==> src/rtl/audio_seq.sv <==
// audio_seq: frame-synchronous 16-step note sequencer driving the PDM sample input.
// Each note sets a triangle-oscillator increment; a per-frame decaying envelope
// scales its amplitude.
// Optional feature macro: AUDIO_SEQ_LOOP_EN (wrap step 15 -> 0 instead of DONE).
module audio_seq #(
  parameter int unsigned TICKS_PER_STEP = 8,
  parameter int unsigned DECAY          = 16,
  parameter logic [63:0] PATTERN        = 64'h1357_9BDF_0864_2ACE
) (
  input  logic        clk,
  input  logic        rst_n,
  input  logic        vsync,
  input  logic        run,
  input  logic        sample_strobe,
  output logic [15:0] sample,
  output logic [3:0]  step,
  output logic        busy,
  output logic        done
);

  localparam int unsigned SAMPLE_W = 16;
  localparam int unsigned STEP_W   = 4;
  localparam int unsigned TICK_W   = 8;
  localparam int unsigned ENV_W    = 8;
  localparam int unsigned NOTE_W   = 4;
  localparam int unsigned PROD_W   = SAMPLE_W + ENV_W;

  localparam logic [TICK_W-1:0] TICK_LAST = TICK_W'(TICKS_PER_STEP - 1);
  localparam logic [ENV_W-1:0]  DECAY_V   = ENV_W'(DECAY);
  localparam logic [ENV_W-1:0]  ENV_FULL  = '1;
  localparam logic [STEP_W-1:0] STEP_LAST = '1;

  typedef enum logic [1:0] {
    IDLE = 2'd0,
    PLAY = 2'd1,
    DONE = 2'd2
  } state_t;

  state_t              state;
  state_t              state_nxt;
  logic                vsync_q;
  logic                frame;
  logic [TICK_W-1:0]   tick_cnt;
  logic [TICK_W-1:0]   tick_nxt;
  logic [SAMPLE_W-1:0] phase;
  logic [SAMPLE_W-1:0] phase_nxt;
  logic [SAMPLE_W-1:0] inc;
  logic [SAMPLE_W-1:0] inc_nxt;
  logic [ENV_W-1:0]    env;
  logic [ENV_W-1:0]    env_nxt;
  logic [STEP_W-1:0]   step_nxt;
  logic [STEP_W-1:0]   step_adv;
  logic [SAMPLE_W-1:0] sample_nxt;
  logic [SAMPLE_W-1:0] tri_wave;
  logic [PROD_W-1:0]   product;
  logic                busy_nxt;
  logic                done_nxt;

  // Note nibble for a given step index
  function automatic logic [NOTE_W-1:0] note_at(input logic [STEP_W-1:0] idx);
    note_at = PATTERN[{idx, 2'b00} +: NOTE_W];
  endfunction

  // Oscillator increment for a note: {note, 6'b0}
  function automatic logic [SAMPLE_W-1:0] inc_of(input logic [NOTE_W-1:0] note);
    inc_of = SAMPLE_W'({note, 6'b00_0000});
  endfunction

  // Envelope start level: full scale, or silent for a rest
  function automatic logic [ENV_W-1:0] env_of(input logic [NOTE_W-1:0] note);
    env_of = (note == '0) ? '0 : ENV_FULL;
  endfunction

  // Frame tick detection and oscillator shaping from the pre-add phase
  always_comb begin
    frame    = vsync & ~vsync_q;
    step_adv = step + STEP_W'(1);
    tri_wave = phase[15] ? {~phase[14:0], 1'b0} : {phase[14:0], 1'b0};
    product  = PROD_W'(tri_wave) * PROD_W'(env);
  end

  // State register
  always_ff @(posedge clk) begin
    if (!rst_n) state <= IDLE;
    else        state <= state_nxt;
  end

  // Next-state and datapath next values
  always_comb begin
    state_nxt  = state;
    tick_nxt   = tick_cnt;
    step_nxt   = step;
    phase_nxt  = phase;
    inc_nxt    = inc;
    env_nxt    = env;
    sample_nxt = sample;

    case (state)
      IDLE: begin
        tick_nxt   = '0;
        step_nxt   = '0;
        phase_nxt  = '0;
        inc_nxt    = '0;
        env_nxt    = '0;
        sample_nxt = '0;
        if (run) begin
          state_nxt = PLAY;
          inc_nxt   = inc_of(note_at('0));
          env_nxt   = env_of(note_at('0));
        end
      end

      PLAY: begin
        if (!run) begin
          state_nxt  = IDLE;
          tick_nxt   = '0;
          step_nxt   = '0;
          phase_nxt  = '0;
          inc_nxt    = '0;
          env_nxt    = '0;
          sample_nxt = '0;
        end else begin
          // Strobe uses old phase/inc/env even when a frame lands in the same cycle
          if (sample_strobe) begin
            phase_nxt  = phase + inc;
            sample_nxt = product[PROD_W-1:ENV_W];
          end
          if (frame) begin
            if (tick_cnt < TICK_LAST) begin
              tick_nxt = tick_cnt + TICK_W'(1);
              env_nxt  = (env > DECAY_V) ? (env - DECAY_V) : '0;
            end else begin
              tick_nxt = '0;
              step_nxt = step_adv;
              inc_nxt  = inc_of(note_at(step_adv));
              env_nxt  = env_of(note_at(step_adv));
`ifndef AUDIO_SEQ_LOOP_EN
              if (step == STEP_LAST) begin
                state_nxt  = DONE;
                step_nxt   = step;
                sample_nxt = '0;
              end
`endif
            end
          end
        end
      end

      DONE: begin
        sample_nxt = '0;
        if (!run) begin
          state_nxt  = IDLE;
          tick_nxt   = '0;
          step_nxt   = '0;
          phase_nxt  = '0;
          inc_nxt    = '0;
          env_nxt    = '0;
        end
      end

      default: begin
        state_nxt = IDLE;
      end
    endcase

    busy_nxt = (state_nxt == PLAY);
    done_nxt = (state_nxt == DONE);
  end

  // Datapath and output registers
  always_ff @(posedge clk) begin
    if (!rst_n) begin
      vsync_q  <= 1'b0;
      tick_cnt <= '0;
      step     <= '0;
      phase    <= '0;
      inc      <= '0;
      env      <= '0;
      sample   <= '0;
      busy     <= 1'b0;
      done     <= 1'b0;
    end else begin
      vsync_q  <= vsync;
      tick_cnt <= tick_nxt;
      step     <= step_nxt;
      phase    <= phase_nxt;
      inc      <= inc_nxt;
      env      <= env_nxt;
      sample   <= sample_nxt;
      busy     <= busy_nxt;
      done     <= done_nxt;
    end
  end

endmodule

==> config.mk <==
export PLATFORM = sky130hd
export DESIGN_NAME = audio_seq
export DESIGN_NICKNAME = d
export VERILOG_FILES = /design/src/rtl/audio_seq.sv
export SDC_FILE = /design/constraint.sdc
export NUM_CORES = 1
export LEC_CHECK = 0
export BUFFER_PORTS_ARGS = -buffer_cell sky130_fd_sc_hd__buf_4
export CAP_MARGIN = 30
export CORE_ASPECT_RATIO = 0.7
export CORE_MARGIN = 8
export CORE_UTILIZATION = 65
export CTS_BUF_LIST = sky130_fd_sc_hd__clkbuf_4 sky130_fd_sc_hd__clkbuf_8
export CTS_CLUSTER_DIAMETER = 60
export DETAILED_ROUTE_END_ITERATION = 10
export GPL_ROUTABILITY_DRIVEN = 0
export HOLD_SLACK_MARGIN = 0.08
export PLACE_DENSITY = 0.88
export SYNTH_ARGS = -nofsm -noshare
export SYNTH_HDL_FRONTEND = slang
export SYNTH_SLANG_ARGS = --single-unit
==> constraint.sdc <==
create_clock -name clk -period 5.8 [get_ports clk]
set_input_delay 1.45 -clock clk [delete_from_list [all_inputs] [get_ports clk]]
set_output_delay 1.45 -clock clk [all_outputs]
set_load 0.005 [all_outputs]
==> results.cfg <==
[floorplan]
die_area_mm2 = 0.0121
rows = 28
initial_core_util = 0.674
fp.dieW_um = 128
core_area_mm2 = 0.00848
dieHeight_um = 94.4
ios = 27

[routing]
drc = 0
dr.first_iter.drc_count = 444
antenna_left = 0
via_per_inst = 5.85
wirelength_mm = 13.3
avgRoutedWirePerCell_um = 16.4
num_vias = 4722
drt_first_pass_iters = 5

[synth]
synth_warnings = 0
synth_top_area_share = 0.217
syn_nets = 790
async_flop_share = 0
synth_ff_type = dfxtp_1
ys_ff_latch = 52
avgSynthCellArea_um2 = 8.52
syn_inst = 670
synth_edf_count = 0
synth_top_area_cell = fa_1
synth_area_mm2 = 0.00571
ys_seq_area_frac = 0.182
yosysUniqueCellTypes = 52
synth_area_leaders = fa_1 22%, dfxtp_1 18%, ha_1 12%

[cts]
clock_latency_ns = 0.33
numCtsBuffers = 5
cts_tree = yes
cts.clk_slew.worst_paths_ns = 0.10
hold_buffers = 0
cts_sinks = 52
cts_max_path_buffers = 2
post_cts_resized = 0
clock-root-buffer = clkbuf_8
cts_max_level = 2
postCtsSetupBuffers = 0

[cells_and_area]
instances_no_fill = 807
final_common_cell = inv_1
final_core_util = 0.720
diodes = 0
layout_common_cells = 112 x inv_1, 62 x fa_1, 61 x nand2_1, 53 x ha_1, 52 x dfxtp_1
synthToLayoutAreaGrowth_pct = 6.83
num-nets-final = 806
layout-drive-gt1-share = 0.0655

[sta]
skew_ns = 0.00826
final-max-slew-violation-count = 0
tightest_slew_ns = 0.997
setup_violations = 0
min_period_ns = 5.49
final.setup.tns_ns = 0
hold_slack_ns = 0.467
finalCritPeriodShare = 0.947
rsz0062_at_grt = false
fmax_mhz = 182
maxSlewHeadroom = 0.336
final-hold-violation-count = 0

[worst_setup_path]
path_class = flop to flop
timing.critical_path.fanout_max = 11
critPathCaptureType = flop
start_kind = flop
arrival_ns = 5.72
cp.required_ns = 6.03

[grt]
grt_pass1_vias = 4835
antenna_found_initial = 0
grt_max_degree = 37
grt_use_total = 0.232
grt_pass1_wl_mm = 22.7
gr-total-overflow = 0

[placed_design]
dpl.hpwl_mm = 10.8
port_buffers = 26
dp.cells = 799

[power_and_ir_drop]
p_leak_nw = 3.01
peakVddDrop_uv = 143
p_per_area_mw_per_mm2 = 124
power_w = 0.000756

[job]
drv_cap = 0

[run_status]
status = complete, no violations

[hold_path]
hold_path.class = flop to flop
[per-layer routing]
layer | global-route usage | vias to the layer above | share of wire
li1 | - | 2216 | -
met1 | 0.294 | 2301 | 0.44
met2 | 0.398 | 186 | 0.48
met3 | 0.0411 | 19 | 0.066
met4 | 0.0749 | 0 | 0.017
met5 | 0 | - | 0
[Yosys cell counts (3+ instances only)]
master    count
o211ai_1      4
dfxtp_1      52
fa_1         62
a22oi_1       5
clkbuf_1     11
buf_2         4
a211oi_1      6
o21a_1        4
o21ai_0      30
xnor2_1      21
buf_4         3
nor2b_1      11
and3_1        7
a21oi_1      34
o31ai_1       5
and2_1       40
nor3_1        5
o21ai_1       3
a21boi_0      8
inv_1       112
ha_1         53
a31oi_1       9
nor2_1       31
nand4_1       7
nand2_1      61
nand2b_1      4
nand3_1      19
a21o_1       12
xor2_1       19
[metrics by stage]
step	cell area (µm²)	setup slack (ns)
3_3_place_gp	5980	0.609
6_report	6100	0.309
2_1_floorplan	5710	0.991
4_1_cts	6100	0.393
3_5_place_dp	5980	0.443
5_1_grt	6100	0.0718
[critical path, cell delays in order, from the launching register on]
cell	delay (ns)
dfxtp_1	0.60
buf_4	0.27
xor2_1	0.35
nand2_1	0.23
inv_1	0.19
fa_1	0.45
fa_1	0.47
fa_1	0.55
inv_1	0.06
fa_1	0.53
inv_1	0.04
ha_1	0.41
nand4_1	0.22
o31ai_1	0.45
o21ai_1	0.14
a21o_1	0.20
a32o_1	0.23
[layout make-up]
type / instances / area (µm²)
well taps: 120 / 150
inverters: 112 / 420
clock inverters: 2 / 38.8
multi-input cells: 488 / 4170
flip-flops and latches: 52 / 1040
clock buffers: 6 / 82.6
fillers: 644 / 2380
repair buffers: 27 / 203
[power breakdown]
part | internal [W] | leakage, nW | switching (W)
clock | 0.000142 | 0.0614 | 0.000139
combinational | 0.0000344 | 2.53 | 0.0000533
sequential | 0.000367 | 0.422 | 0.0000209
[state kept, by name (all words and copies together) (netlist names)]
| register | cells |
|---|---|
| done | 1 |
| vsync_q | 1 |
| tick_cnt | 8 |
| env | 5 |
| state | 2 |
| inc | 4 |
| sample | 16 |
| phase | 10 |
| step | 4 |
| busy | 1 |
[worst paths after layout]
path | from | end | slack, ns | depth (start not counted)
setup / recovery | phase[15]$_SDFFE_PN0P_ | sample[15]$_SDFFE_PN0N_ | 0.31 | 16
hold / removal | sample[9]$_SDFFE_PN0N_ | sample[9]$_SDFFE_PN0N_ | 0.47 | 2
setup reg to reg | phase[15]$_SDFFE_PN0P_ | sample[15]$_SDFFE_PN0N_ | 0.31 | 16
hold reg to reg | sample[9]$_SDFFE_PN0N_ | sample[9]$_SDFFE_PN0N_ | 0.47 | 2
[logic make-up after synthesis]
logic type,synth area share
xor+xnor,0.0613
flops,0.182
buf+inv,0.0883
mux,0.00548
simple gates,0.179
fa+ha+maj,0.333
compound gates,0.150
(Power assumes the default switching activity.)
